===== config.mk =====
export PLATFORM = sky130hd
export DESIGN_NAME = philv_fetch_unit
export DESIGN_NICKNAME = d
export VERILOG_FILES = /design/src/rtl/philv_fetch_unit.sv
export SDC_FILE = /design/constraint.sdc
export NUM_CORES = 1
export LEC_CHECK = 0
export CORE_MARGIN = 5
export CORE_UTILIZATION = 33
export DETAILED_ROUTE_END_ITERATION = 10
export PLACE_DENSITY = 0.58
export SLEW_MARGIN = 10
export SYNTH_ARGS = -nofsm -noshare
export SYNTH_HDL_FRONTEND = slang
export SYNTH_SLANG_ARGS = --single-unit

===== constraint.sdc =====
create_clock -name clk -period 6.5 [get_ports clk]
set_input_delay 0.65 -clock clk [delete_from_list [all_inputs] [get_ports clk]]
set_output_delay 0.65 -clock clk [all_outputs]
set_load 0.02 [all_outputs]

===== src/rtl/philv_fetch_unit.sv =====
// PhilosophyV instruction-fetch front end with a DEPTH-entry prefetch queue.
// Optional stall counter output enabled by PHILV_FETCH_STALL_CNT_EN.
module philv_fetch_unit #(
    parameter int unsigned     XLEN     = 32,
    parameter int unsigned     DEPTH    = 4,
    parameter logic [XLEN-1:0] RESET_PC = '0
) (
    input  logic            clk,
    input  logic            rstb,
    output logic            imem_req_valid,
    input  logic            imem_req_ready,
    output logic [XLEN-1:0] imem_req_addr,
    input  logic            imem_rsp_valid,
    input  logic [31:0]     imem_rsp_data,
    input  logic            redirect_valid,
    input  logic [XLEN-1:0] redirect_pc,
    output logic            instr_valid,
    input  logic            instr_ready,
    output logic [31:0]     instr_data,
    output logic [XLEN-1:0] instr_pc
`ifdef PHILV_FETCH_STALL_CNT_EN
    ,
    output logic [31:0]     stall_cycles
`endif
);

    localparam int unsigned AW = (DEPTH > 1) ? $clog2(DEPTH) : 1;
    localparam int unsigned CW = AW + 1;
    // Wide enough for back-to-back redirects while memory still owes responses
    localparam int unsigned DW = CW + 2;
    localparam logic [CW-1:0] FULL = CW'(DEPTH);

    logic [XLEN-1:0] r_pc;
    logic [XLEN-1:0] r_q_pc   [DEPTH];
    logic [31:0]     r_q_data [DEPTH];
    logic [DEPTH-1:0] r_filled;
    logic [AW-1:0]   r_alloc;
    logic [AW-1:0]   r_fill;
    logic [AW-1:0]   r_head;
    logic [CW-1:0]   r_occ;
    logic [CW-1:0]   r_outst;
    logic [DW-1:0]   r_drop;

    logic            w_req_valid;
    logic            w_alloc;
    logic            w_instr_valid;
    logic            w_pop;
    logic            w_fill;
    logic            w_discard;
    logic [CW-1:0]   w_occ_nxt;
    logic [CW-1:0]   w_outst_nxt;
    logic [DW-1:0]   w_drop_nxt;
    logic [DW-1:0]   w_flush_drop;

    assign w_req_valid   = (r_occ != FULL) && !redirect_valid;
    assign w_alloc       = w_req_valid && imem_req_ready;
    assign w_instr_valid = r_filled[r_head] && (r_occ != '0) && !redirect_valid;
    assign w_pop         = w_instr_valid && instr_ready;
    assign w_discard     = imem_rsp_valid && (r_drop != '0);
    assign w_fill        = imem_rsp_valid && (r_drop == '0) && (r_outst != '0);

    assign imem_req_valid = w_req_valid;
    assign imem_req_addr  = r_pc;
    assign instr_valid    = w_instr_valid;
    assign instr_data     = r_q_data[r_head];
    assign instr_pc       = r_q_pc[r_head];

    always_comb begin
        w_occ_nxt    = r_occ;
        w_outst_nxt  = r_outst;
        w_drop_nxt   = r_drop;
        w_flush_drop = r_drop + DW'(r_outst);
        if (w_alloc && !w_pop) begin
            w_occ_nxt = r_occ + CW'(1);
        end else if (!w_alloc && w_pop) begin
            w_occ_nxt = r_occ - CW'(1);
        end
        if (w_alloc && !w_fill) begin
            w_outst_nxt = r_outst + CW'(1);
        end else if (!w_alloc && w_fill) begin
            w_outst_nxt = r_outst - CW'(1);
        end
        if (w_discard) begin
            w_drop_nxt = r_drop - DW'(1);
        end
        // A response landing in the redirect cycle is one of the owed ones
        if (imem_rsp_valid && (w_flush_drop != '0)) begin
            w_flush_drop = w_flush_drop - DW'(1);
        end
    end

    always_ff @(posedge clk or negedge rstb) begin
        if (!rstb) begin
            r_pc     <= RESET_PC;
            r_filled <= '0;
            r_alloc  <= '0;
            r_fill   <= '0;
            r_head   <= '0;
            r_occ    <= '0;
            r_outst  <= '0;
            r_drop   <= '0;
            for (int i = 0; i < int'(DEPTH); i++) begin
                r_q_pc[i]   <= RESET_PC;
                r_q_data[i] <= '0;
            end
        end else if (redirect_valid) begin
            r_pc     <= redirect_pc;
            r_filled <= '0;
            r_alloc  <= '0;
            r_fill   <= '0;
            r_head   <= '0;
            r_occ    <= '0;
            r_outst  <= '0;
            r_drop   <= w_flush_drop;
        end else begin
            if (w_alloc) begin
                r_q_pc[r_alloc]   <= r_pc;
                r_filled[r_alloc] <= 1'b0;
                r_alloc           <= r_alloc + AW'(1);
                r_pc              <= r_pc + XLEN'(4);
            end
            if (w_fill) begin
                r_q_data[r_fill] <= imem_rsp_data;
                r_filled[r_fill] <= 1'b1;
                r_fill           <= r_fill + AW'(1);
            end
            if (w_pop) begin
                r_filled[r_head] <= 1'b0;
                r_head           <= r_head + AW'(1);
            end
            r_occ   <= w_occ_nxt;
            r_outst <= w_outst_nxt;
            r_drop  <= w_drop_nxt;
        end
    end

`ifdef PHILV_FETCH_STALL_CNT_EN
    logic [31:0] r_stall;
    logic        w_stall;

    assign w_stall      = instr_ready && !w_instr_valid && !redirect_valid;
    assign stall_cycles = r_stall;

    always_ff @(posedge clk or negedge rstb) begin
        if (!rstb) begin
            r_stall <= '0;
        end else if (w_stall && (r_stall != 32'hFFFF_FFFF)) begin
            r_stall <= r_stall + 32'd1;
        end
    end
`endif

endmodule


# Word level (Yosys, flattened, before mapping)
# Index checks and enable logic that the tools add are counted.
dict set report word_totals {
  ff_bits 309
  elab_cells 126
  in_bits 70
  output_inout_bits 98
}
dict set report classes {
  reduce_logical 35
  n_addsub 11
  order_cmp 11
  mux 43
  bitwise_logic 9
  n_eq_ne 1
}
# cell n
set op_table {}
lappend op_table {{$bwmux 128} 2}
lappend op_table {{$mux 32} 8}
lappend op_table {{$bmux 32 s2} 2}
lappend op_table {{$demux 32 s2} 2}
lappend op_table {{$add 32x3->32 const B} 1}
lappend op_table {{$mux 4} 6}
lappend op_table {{$logic_and 1x1->1} 18}
lappend op_table {{$mux 3} 6}
lappend op_table {{$mux 5} 3}
lappend op_table {{$mux 2} 6}
lappend op_table {{$reduce_bool 3->1} 4}
lappend op_table {{$reduce_bool 5->1} 2}
lappend op_table {{$sub 5x1->5 const B} 2}
lappend op_table {{$ge 3x3->1 const B} 3}
lappend op_table {{$lt 2x3->1 const B} 3}
lappend op_table {{$not 2->3} 3}
lappend op_table {{$and 4x4->4} 2}
lappend op_table {{$not 4->4} 2}
lappend op_table {{$reduce_bool 2->1} 4}
lappend op_table {{$add 2x1->2 const B} 3}
lappend op_table {{$add 3x1->3 const B} 2}
lappend op_table {{$demux 1 s2} 3}
lappend op_table {{$ge 2x1->1 const B} 3}
lappend op_table {{$lt 3x1->1 const B} 2}
lappend op_table {{other kinds (10)} 18}

# Longest topological paths before layout
# Gate-level depths: netlist (run 1).
dict set report depth {
  word_depth 14
  ltp_mapped 10
}

# Least setup slack after synthesis (run 1)
# No wires, ideal clock.
dict set report synth_timing {
  kind {input -> register}
  start {input port redirect_valid}
  end {register r_occ[2]}
  arrival_ns 2.740
  setup_ns 0.069
  required_time_ns 6.431
  slack_ns 3.691
  path_stages 10
  path_buffers 3
  path_cell_list {clkbuf_1 > inv_1 > and4_1 > clkbuf_1 > clkbuf_1 > nor2_1 > fa_1 > or3_1 > a21o_1 > nand3_1}
}
dict set report synth_via {
  elab_chain_cells 7
  elab_cells_between_ends 12
}
# element line
set synth_rtl {}
lappend synth_rtl {{start: declaration} 15} ;# input logic redirect_valid,
lappend synth_rtl {{$logic_not 1->1} {55, 57}}
lappend synth_rtl {{$logic_and 1x1->1} 57} ;# assign w_instr_valid = r_filled[r_head] && (r_occ != '0) && !redirect_valid;
lappend synth_rtl {{$logic_and 1x1->1} 58} ;# assign w_pop = w_instr_valid && instr_ready;
lappend synth_rtl {{$logic_not 1->1} 73} ;# if (w_alloc && !w_pop) begin
lappend synth_rtl {{$logic_and 1x1->1} 73}
lappend synth_rtl {{$mux 3} 73}
lappend synth_rtl {{$mux 3} 106} ;# end else if (redirect_valid) begin
lappend synth_rtl {{end signal: assignment} 131} ;# r_occ <= w_occ_nxt;
lappend synth_rtl {{end: declaration} 40} ;# logic [CW-1:0] r_occ;
# Several ways; a longest one is shown, not always the timed one.
# A chain may end at the register's enable or synchronous reset.

# Final worst setup path (run 1)
dict set report layout_timing {
  start {register r_head[0]}
  end {output port instr_data[11]}
}
dict set report layout_via {
  elab_chain_cells 4
}
# element line
set layout_rtl {}
lappend layout_rtl {{start: declaration} 39} ;# logic [AW-1:0] r_head;
lappend layout_rtl {{start signal: assignment} 129} ;# r_head <= r_head + AW'(1);
lappend layout_rtl {{$not 2->3 (not written as such)} 65} ;# assign instr_data = r_q_data[r_head];
lappend layout_rtl {{$bmux 32 s2} 65}
lappend layout_rtl {{$mux 32 (not written as such) (2 in series)} 65}
lappend layout_rtl {{end: declaration} 19} ;# output logic [31:0] instr_data,
# No other way between the ends. The select of a mux whose other input is x is not followed.

==> qor.tcl, run 1 <==
set qor(hold-worst-slack_ns) 0.168
set qor(intPower_mw) 4.49
set qor(crit_path_end_kind) {primary output}
set qor(track_usage_pct) 15.4
set qor(finalCritPeriodShare_pct) 62.6
set qor(depth_of_the_worst_register_to_register_path) 7
set qor(power.ir.vdd_worst_v) 0.000229
set qor(finalSetupViolations) 0
set qor(top_level_pins) 168
set qor(die-width_um) 220
set qor(final.min_clock_period_ns) 4.07
set qor(min_path_type) {input pin to async pin}
set qor(pre_cts_slack_ns) 2.86
set qor(max_freq_mhz) 246
set qor(clock_sink_count) 309
set qor(hold_buffer_count_at_cts) 0
set qor(worst-endpoint-required_ns) 5.85
set qor(htreeDepth) 2
set qor(number_of_cts_inserted_buffers) 38
set qor(fin_skew_ns) 0.0370
set qor(regToRegEndpoint) {r_occ[2]$_DFFE_PN0P_}
set qor(dp_hpwl_mm) 22.5
set qor(final_layout_size_suffix_gt1_share_pct) 33.9
set qor(cts.root.buffer_cell) {clkbuf_16}
set qor(final.setup.tns_ns) 0
set qor(drt_wl_total_mm) 36.5
set qor(leakagePower_nw) 7.89
set qor(mappedNetlistNets) 1126
set qor(critical_path_arrival_ns) 3.42
set qor(post_cts_resized) 0
set qor(clk-insertion-delay-late_ns) 0.54
set qor(ys_seq_area_share_pct) 53.1
set qor(mappedNetlistArea_um2) 14600
set qor(comb_power_share_pct) 23.9
set qor(die_area_um2) 48500
set qor(post_cts_setup_buffers) 0
set qor(post_synthesis_async_set_or_reset_flop_share_pct) 100
set qor(cts.path.max_buffers) 3
set qor(route.vias.total) 9218
set qor(number_of_vias_per_cell_after_detailed_routing) 5.15
set qor(worstSetupPathType) {register to primary output}
set qor(synth_warnings) 0
set qor(first_pass_iters) 4
set qor(most_common_library_cell_in_the_layout_ignoring_fill_and_taps) {dfrtp_1}
set qor(io_buffer_count) 167
set qor(avgRoutedWirePerCell_um) 20.4
set qor(pwr-share-seq_pct) 42.1
set qor(core_um2) 43900
set qor(grt-ovfl-total) 0
set qor(power_switching_share_pct) 27.9
set qor(layout.cell_area.non_filler_um2) 17900
set qor(pwr_density_cell_nw_per_um2) 347
set qor(tritoncts_clock_tree) {yes}
set qor(run_status) {finished, final reports clean}
set qor(hold_viol) 0
set qor(placedInstanceArea_um2) 16700
set qor(crit_path_start_kind) {register}
set qor(rsz0062_at_grt) {no}
set qor(wire_length_of_the_first_global_routing_pass_mm) 58.8
set qor(synth_enable_flop_cells) 0
set qor(post_detailed_route_drc_marker_count) 0
set qor(timing.critical_path.fanout_max) 44
set qor(dieHeight_um) 220
set qor(drt_iter0_markers) 587
set qor(total_switching_power_mw) 1.74
set qor(p_clk_share_pct) 34.0
set qor(worst_setup_hold_path_clk_slew_ns) 0.06
set qor(r2r_setup_slack_ns) 3.13
set qor(syn-mean-instance-area_um2) 14.1
set qor(area.growth.synth_to_final_pct) 23.1
set qor(worst_slew_pin_slew_ns) 1.11
set qor(floorplan.rows) 77
set qor(grt_antenna_before_repair) 7
set qor(layout.cells.most_common_list) {dfrtp_1 (307), mux2_2 (248), clkdlybuf4s50_1 (165)}
set qor(first_global_vias) 9931
set qor(timing.final.max_slew_violations) 0
set qor(grt_start_max_net_pins) 165
set qor(place.gp.congestion) 0.813
set qor(worst_slack_ns) 2.43
set qor(netlist_instances) 1033
set qor(ys_seq_elements) 309
set qor(post_route_ant_nets) 0
set qor(synthFlopType) {dfrtp_1}
set qor(synthDistinctLibCells) 62
set qor(final_stage_net_count) 1267
set qor(worst_slew_margin_rel_pct) 25.8
set qor(initial_utilization_pct) 33.2
set qor(n_fill_cell) 4154
set qor(layout.core_utilization_pct) 40.8
set qor(timing.max_cap.violations) 0
set qor(worst_r2r_startpoint) {r_head[0]$_DFFE_PN0P_}
==> worst max-delay path, cell delays in order, from the launching register on <==
cell             delay [ns]
dfrtp_4                1.08
buf_4                  0.62
mux4_2                 0.61
clkdlybuf4s50_1        0.57
==> stage by stage <==
| stage | power (mW) | cells |
|---|---|---|
| floorplan | 3.54 | 1033 |
| global placement | 4.11 | 1726 |
| detailed placement | 4.16 | 1726 |
| CTS | 6.33 | 1790 |
| global route | 6.58 | 1790 |
| finish | 6.23 | 1791 |
==> cell usage after synthesis, types with 13 or more instances <==
cell type | count | area, um2
nand3_1 | 24 | 120
inv_1 | 20 | 75.1
o21ai_0 | 24 | 120
buf_6 | 13 | 146
nor2_1 | 21 | 78.8
nand2_1 | 64 | 240
ha_1 | 20 | 250
mux2_2 | 248 | 2790
clkbuf_1 | 40 | 150
o311ai_0 | 14 | 123
mux4_2 | 65 | 1460
dfrtp_1 | 309 | 7730
==> state kept, by name (all words and copies together), names as in the netlist <==
| register | count |
|---|---|
| r_alloc | 2 |
| r_q_data | 128 |
| r_fill | 2 |
| r_drop | 5 |
| r_occ | 3 |
| r_head | 2 |
| r_filled | 4 |
| r_q_pc | 128 |
| imem_req_addr | 32 |
| r_outst | 3 |
==> layer usage <==
metal | share of wire (%) | wire, um | vias to the layer above | GRT usage, %
met5 | 0.22 | 81 | - | 0
met4 | 2.0 | 731 | 12 | 3.99
met3 | 7.2 | 2650 | 63 | 5.17
met2 | 47 | 17100 | 236 | 25.0
met1 | 44 | 16000 | 4764 | 20.0
li1 | - | - | 4143 | -
==> cells by family after synthesis <==
logic type,after synthesis,share of synthesized area (%)
compound gates,98,4.85
buf+inv,95,3.21
simple gates,175,6.23
flops,309,53.1
fa+ha+maj,23,2.13
xor+xnor,10,0.601
mux,323,29.9
==> area by class of cell <==
| class | count | area [um2] | share of cell area (%) |
|---|---|---|---|
| antenna | 1 | 2.50 | 0.0140 |
| clock buffer | 50 | 1060 | 5.89 |
| clock inverter | 14 | 186 | 1.04 |
| inverter | 20 | 75.1 | 0.419 |
| multi-input combinational | 629 | 6380 | 35.6 |
| sequential | 309 | 7740 | 43.2 |
| tap | 592 | 741 | 4.13 |
| timing repair buffer | 176 | 1750 | 9.77 |
==> worst max path at each step <==
stage / start / end / slack, ns / cells after the start
after floorplan: redirect_valid / r_occ[2]$_DFFE_PN0P_ / 3.69 / 10
after global placement: r_head[0]$_DFFE_PN0P_ / instr_data[10] / 2.90 / 3
after detailed placement: r_head[0]$_DFFE_PN0P_ / instr_data[11] / 2.86 / 3
after CTS: r_head[0]$_DFFE_PN0P_ / instr_data[11] / 2.27 / 3
after global routing: r_head[0]$_DFFE_PN0P_ / instr_data[11] / 2.16 / 3
final: r_head[0]$_DFFE_PN0P_ / instr_data[11] / 2.43 / 3
==> power groups by stage <==
stage | registers [mW] | clock network [mW] | logic, mW
4_1_cts | 2.62 | 2.20 | 1.51
3_3_place_gp | 2.63 | 0 | 1.48
2_1_floorplan | 2.56 | 0 | 0.980
5_1_grt | 2.68 | 2.28 | 1.62
3_5_place_dp | 2.65 | 0 | 1.50
6_report | 2.62 | 2.12 | 1.49
(Power assumes the default switching activity.)
==> run 2: changes to the inputs <==
- clock period: 6.5 -> 4.1 ns (I/O delays scaled with it)
==> run 2 against run 1 <==
Effect of this change:
- first-iteration DRC count fell by 22%
- critical path depth did not move
- combinational power rose by 61%
- power rose by 58%
- die area did not move
- via count fell by 0.22%
- sequential power rose by 58%
- sequential share of layout area fell by 0.24 points
- flip-flop and latch count did not move
- final area rose by 0.55%
- non-clock buffer count rose by 13
- highest routed layer unchanged
==> qor.tcl, run 2 (synthesis results as in run 1) <==
set qor(cts.path.max_buffers) 3
set qor(worst_slew_pin_slew_ns) 1.04
set qor(timing.final.max_slew_violations) 0
set qor(route.vias.total) 9198
set qor(worstSetupPathType) {register to primary output}
set qor(run_status) {finished, final reports clean}
set qor(floorplan.rows) 77
set qor(cp_slowest_stage_delay_ns) 0.73
set qor(grt_start_max_net_pins) 97
set qor(final.setup.tns_ns) 0
set qor(worst_slack_ns) 0.684
set qor(cts.root.buffer_cell) {clkbuf_16}
set qor(post_route_ant_nets) 0
set qor(track_usage_pct) 15.2
set qor(tritoncts_clock_tree) {yes}
set qor(fin_skew_ns) 0.0275
set qor(first_pass_iters) 5
set qor(crit_path_cells) {buf_4, mux4_2, clkdlybuf4s50_1}
set qor(dp_hpwl_mm) 22.3
set qor(avgRoutedWirePerCell_um) 20.0
set qor(cpMaxStageDelayCell) {dfrtp_4}
set qor(worst-endpoint-required_ns) 3.69
set qor(worst_r2r_startpoint) {r_drop[1]$_DFFE_PN0P_}
set qor(pwr_density_cell_nw_per_um2) 544
set qor(final_layout_size_suffix_gt1_share_pct) 34.9
set qor(io_buffer_count) 167
set qor(drt_wl_total_mm) 36.2
set qor(power.ir.vdd_worst_v) 0.000363
set qor(top_level_pins) 168
set qor(critical-path-top-delay-family) {buffers and inverters}
set qor(first_global_vias) 9890
set qor(pre_cts_slack_ns) 1.15
set qor(die_area_um2) 48500
set qor(leakagePower_nw) 7.96
set qor(finalCritPeriodShare_pct) 83.3
set qor(rsz0062_at_grt) {no}
set qor(hold_viol) 0
set qor(htreeDepth) 2
set qor(grt_antenna_before_repair) 3
set qor(worst_setup_hold_path_clk_slew_ns) 0.06
set qor(post_cts_setup_buffers) 0
set qor(max_freq_mhz) 293
set qor(finalSetupViolations) 0
set qor(hold_buffer_count_at_cts) 1
set qor(core_um2) 43900
set qor(final.min_clock_period_ns) 3.42
set qor(initial_utilization_pct) 33.2
set qor(worst_slew_margin_rel_pct) 30.2
set qor(place.gp.congestion) 0.775
set qor(drt_iter0_markers) 460
set qor(critical_path_arrival_ns) 3.01
set qor(final_stage_net_count) 1280
set qor(area.growth.synth_to_final_pct) 23.8
set qor(wire_length_of_the_first_global_routing_pass_mm) 57.9
set qor(clk-insertion-delay-late_ns) 0.56
set qor(most_common_library_cell_in_the_layout_ignoring_fill_and_taps) {dfrtp_1}
set qor(clock_sink_count) 309
set qor(timing.max_cap.violations) 0
set qor(layout.cells.most_common_list) {dfrtp_1 (307), mux2_2 (248), clkdlybuf4s50_1 (165)}
set qor(timing.critical_path.fanout_max) 44
set qor(grt-ovfl-total) 0
set qor(setup.worst_path.start) {r_head[1]$_DFFE_PN0P_}
set qor(crit_path_start_kind) {register}
set qor(min_path_type) {input pin to register}
set qor(timing.hold.worst.start) {redirect_valid}
set qor(worst-path-buf-inv) 2
set qor(number_of_vias_per_cell_after_detailed_routing) 5.09
set qor(post_cts_resized) 0
set qor(dieHeight_um) 220
set qor(number_of_cts_inserted_buffers) 38
set qor(crit_path_end_kind) {primary output}
set qor(die-width_um) 220
set qor(post_detailed_route_drc_marker_count) 0
run 2: through the flow:
step                      util, %  cell area (um2)  hold WS, ns  power (mW)  instances
after floorplan                 -            14600        0.114        5.61       1033
after global placement       38.3            16800        0.438        6.55       1738
after detailed placement     38.3            16800        0.445        6.62       1738
after CTS                    41.0            18000        0.225        9.98       1807
after global routing         41.0            18000        0.259        10.4       1807
final                        41.1            18000        0.264        9.81       1808
run 2: layer usage:
layer	global-route usage [%]	up-vias	wire [um]
met5	0	-	23
met4	4.60	4	827
met3	4.33	61	2310
met2	23.4	242	16200
met1	21.1	4727	16800
li1	-	4164	-
run 2: report_power, final:
part	switching, mW	leakage, nW	internal, mW
clock	1.34	0.610	1.93
sequential	0.422	4.06	3.72
combinational	1.05	3.29	1.34
total	2.82	7.96	6.99
run 2: worst paths after layout:
kind	cells past startpoint	slack, ns	endpoint
worst max-delay path	3	0.68	instr_pc[26]
worst max register to register	8	1.12	r_outst[2]$_DFFE_PN0P_
worst min-delay path	2	0.26	r_alloc[1]$_DFFE_PN0N_
min in group asynchronous	2	0.44	r_q_data[99]$_DFFE_PN0P_
max in group asynchronous	3	2.63	r_q_pc[125]$_DFFE_PN0P_
worst min register to register	2	0.48	r_q_pc[118]$_DFFE_PN0P_
run 2: area by class of cell:
cell class / count / area [um2]
Inverter: 20 / 75.1
Fill cell: 4127 / 25900
Clock buffer: 48 / 1040
Tap cell: 592 / 741
Timing Repair Buffer: 189 / 1880
Clock inverter: 20 / 179
Antenna cell: 1 / 2.50
Sequential cell: 309 / 7740
Multi-Input combinational cell: 629 / 6380
==> run 3: changes to the inputs <==
- PLACE_DENSITY: 0.58 -> 0.6
- clock period: 4.1 -> 3.1 ns (I/O delays scaled with it)
==> run 3 against run 2 <==
Effect of this change:
- power grew 33%
- setup slack lost 0.51 ns
- combinational power grew 35%
- register-to-register slack lost 0.76 ns
- sequential power grew 32%
- count of clock-buffer cells in the layout grew 3
- sequential share of layout area shrank 0.53 points
- critical path depth is the same
==> qor.tcl, run 3 (synthesis results as in run 1) <==
set qor(tritoncts_clock_tree) {yes}
set qor(core_um2) 43900
set qor(worst_slew_pin_slew_ns) 0.819
set qor(clock_sink_count) 309
set qor(final_stage_net_count) 1299
set qor(post_cts_setup_buffers) 0
set qor(die_area_um2) 48500
set qor(route.vias.total) 9363
set qor(worst-endpoint-required_ns) 2.79
set qor(area.growth.synth_to_final_pct) 25.3
set qor(hold_viol) 0
set qor(die-width_um) 220
set qor(timing.hold.worst.start) {redirect_valid}
set qor(top_level_pins) 168
set qor(setup.worst_path.start) {r_head[0]$_DFFE_PN0P_}
set qor(grt_antenna_before_repair) 0
set qor(track_usage_pct) 15.1
set qor(total_switching_power_mw) 3.70
set qor(timing.final.max_slew_violations) 0
set qor(final.setup.tns_ns) 0
set qor(power.ir.vdd_worst_v) 0.000458
set qor(comb_power_share_pct) 24.7
set qor(floorplan.rows) 77
set qor(first_global_vias) 9970
set qor(initial_utilization_pct) 33.2
set qor(multi_input_area_um2) 6380
set qor(htreeDepth) 2
set qor(cts.path.max_buffers) 3
set qor(cts.root.buffer_cell) {clkbuf_16}
set qor(wire_length_of_the_first_global_routing_pass_mm) 57.7
set qor(post_route_ant_nets) 0
set qor(dieHeight_um) 220
set qor(regArea_um2) 7740
set qor(power_switching_share_pct) 28.3
set qor(most_common_library_cell_in_the_layout_ignoring_fill_and_taps) {dfrtp_1}
set qor(critical_path_arrival_ns) 2.61
set qor(n_fill_cell) 4186
set qor(drt_iter0_markers) 617
set qor(timing.critical_path.fanout_max) 20
set qor(insertedDiodeCount) 0
set qor(globalRouteMet3Util_pct) 3.96
set qor(run_status) {finished, final reports clean}
set qor(crit_path_start_kind) {register}
set qor(max_freq_mhz) 342
set qor(drt_wl_total_mm) 36.0
set qor(post_detailed_route_drc_marker_count) 0
set qor(place.gp.congestion) 0.820
set qor(pwr_density_cell_nw_per_um2) 716
set qor(avgRoutedWirePerCell_um) 19.8
set qor(finalPower_mw) 13.1
set qor(io_buffer_count) 167
set qor(first_pass_iters) 5
set qor(finalCritPeriodShare_pct) 94.3
set qor(depth_of_the_worst_register_to_register_path) 8
set qor(holdPathStages) 3
set qor(intPower_mw) 9.37
set qor(fin_skew_ns) 0.0251
set qor(final.min_clock_period_ns) 2.92
set qor(grt_start_max_net_pins) 97
set qor(worst_setup_hold_path_clk_slew_ns) 0.06
set qor(layout.cells.most_common_list) {dfrtp_1 (307), mux2_2 (248), clkdlybuf4s50_1 (165)}
set qor(final_layout_size_suffix_gt1_share_pct) 35.7
set qor(worst_r2r_startpoint) {r_drop[1]$_DFFE_PN0P_}
set qor(top_usage_layer) {met2}
set qor(met1_routing_resource_usage_after_global_routing_pct) 20.9
set qor(finalSetupViolations) 0
set qor(timing.max_cap.violations) 0
set qor(number_of_cts_inserted_buffers) 37
set qor(leakagePower_nw) 8.09
set qor(number_of_vias_per_cell_after_detailed_routing) 5.14
set qor(worst_slew_margin_rel_pct) 45.4
set qor(min_path_type) {input pin to register}
set qor(pwr-share-seq_pct) 41.7
set qor(rsz0062_at_grt) {no}
set qor(p_clk_share_pct) 33.5
set qor(dp_hpwl_mm) 23.2
set qor(grt-ovfl-total) 0
set qor(crit_path_end_kind) {primary output}
set qor(worstSetupPathType) {register to primary output}
set qor(globalRouteMet2Util_pct) 23.6
set qor(clk-insertion-delay-late_ns) 0.55
==> run 3: cell count changes in the layout (fill, tap and decap cells not counted) <==
| cell | previous run | this run |
|---|---|---|
| clkbuf_1 | 5 | 3 |
| buf_12 | 3 | 8 |
| nand2_2 | 7 | 5 |
| nand2_1 | 61 | 63 |
| diode_2 | 1 | 0 |
| inv_6 | 3 | 2 |
| buf_6 | 0 | 1 |
| clkbuf_8 | 5 | 10 |
| buf_4 | 18 | 32 |
| clkinv_2 | 12 | 5 |
==> run 3: per-stage QoR <==
step / utilization, % / setup WS, ns / hold WS (ns) / instance area, um2 / std cells
floorplan: - / 0.333 / 0.0144 / 14600 / 1033
global placement: 38.7 / 0.379 / 0.411 / 17000 / 1758
detailed placement: 38.7 / 0.341 / 0.428 / 17000 / 1758
CTS: 41.6 / 0.0403 / 0.191 / 18300 / 1822
global route: 41.6 / 0.0269 / 0.218 / 18300 / 1822
finish: 41.6 / 0.176 / 0.221 / 18300 / 1822
==> run 3: cell type report <==
type                    count  area share, %
inverters                  20          0.411
flip-flops and latches    309           42.4
well taps                 592           4.06
clock buffers              51           6.02
clock inverters            12          0.740
multi-input cells         629           34.9
repair buffers            209           11.5
==> run 3: critical path, cell delays in order, from the launching register on <==
cell and delay (ns):
dfrtp_4 0.47, buf_4 0.40, mux4_2 0.56, clkdlybuf4s50_1 0.61
==> run 3: power by group through the flow <==
stage / Combinational [mW] / Clock (mW) / Sequential (mW)
after global placement: 3.22 / 0 / 5.48
after CTS: 3.29 / 4.55 / 5.45
after floorplan: 2.05 / 0 / 5.37
final: 3.23 / 4.39 / 5.46
after detailed placement: 3.27 / 0 / 5.52
after global routing: 3.53 / 4.70 / 5.58
==> run 3: what timing repair did <==
action | in CTS | in global routing
endpoints found under the setup margin | 0 | 3
gates resized for setup | 0 | 1
hold endpoints to repair | 90 | 0
hold buffers | 1 | 0
==> run 3: worst paths after layout <==
path	end	slack [ns]
setup reg to reg	r_outst[2]$_DFFE_PN0P_	0.36
max in group asynchronous	r_q_pc[87]$_DFFE_PN0P_	1.79
hold reg to reg	r_q_pc[121]$_DFFE_PN0P_	0.48
min in group asynchronous	r_q_data[102]$_DFFE_PN0P_	0.37
setup / recovery	instr_pc[25]	0.18
hold / removal	imem_req_addr[5]$_DFFE_PN0N_	0.22
==> run 3: routing by layer <==
layer	up-vias	part of all wire [%]
li1	4197	-
met1	4851	45
met2	263	46
met3	52	6.9
met4	0	2.1
met5	-	0
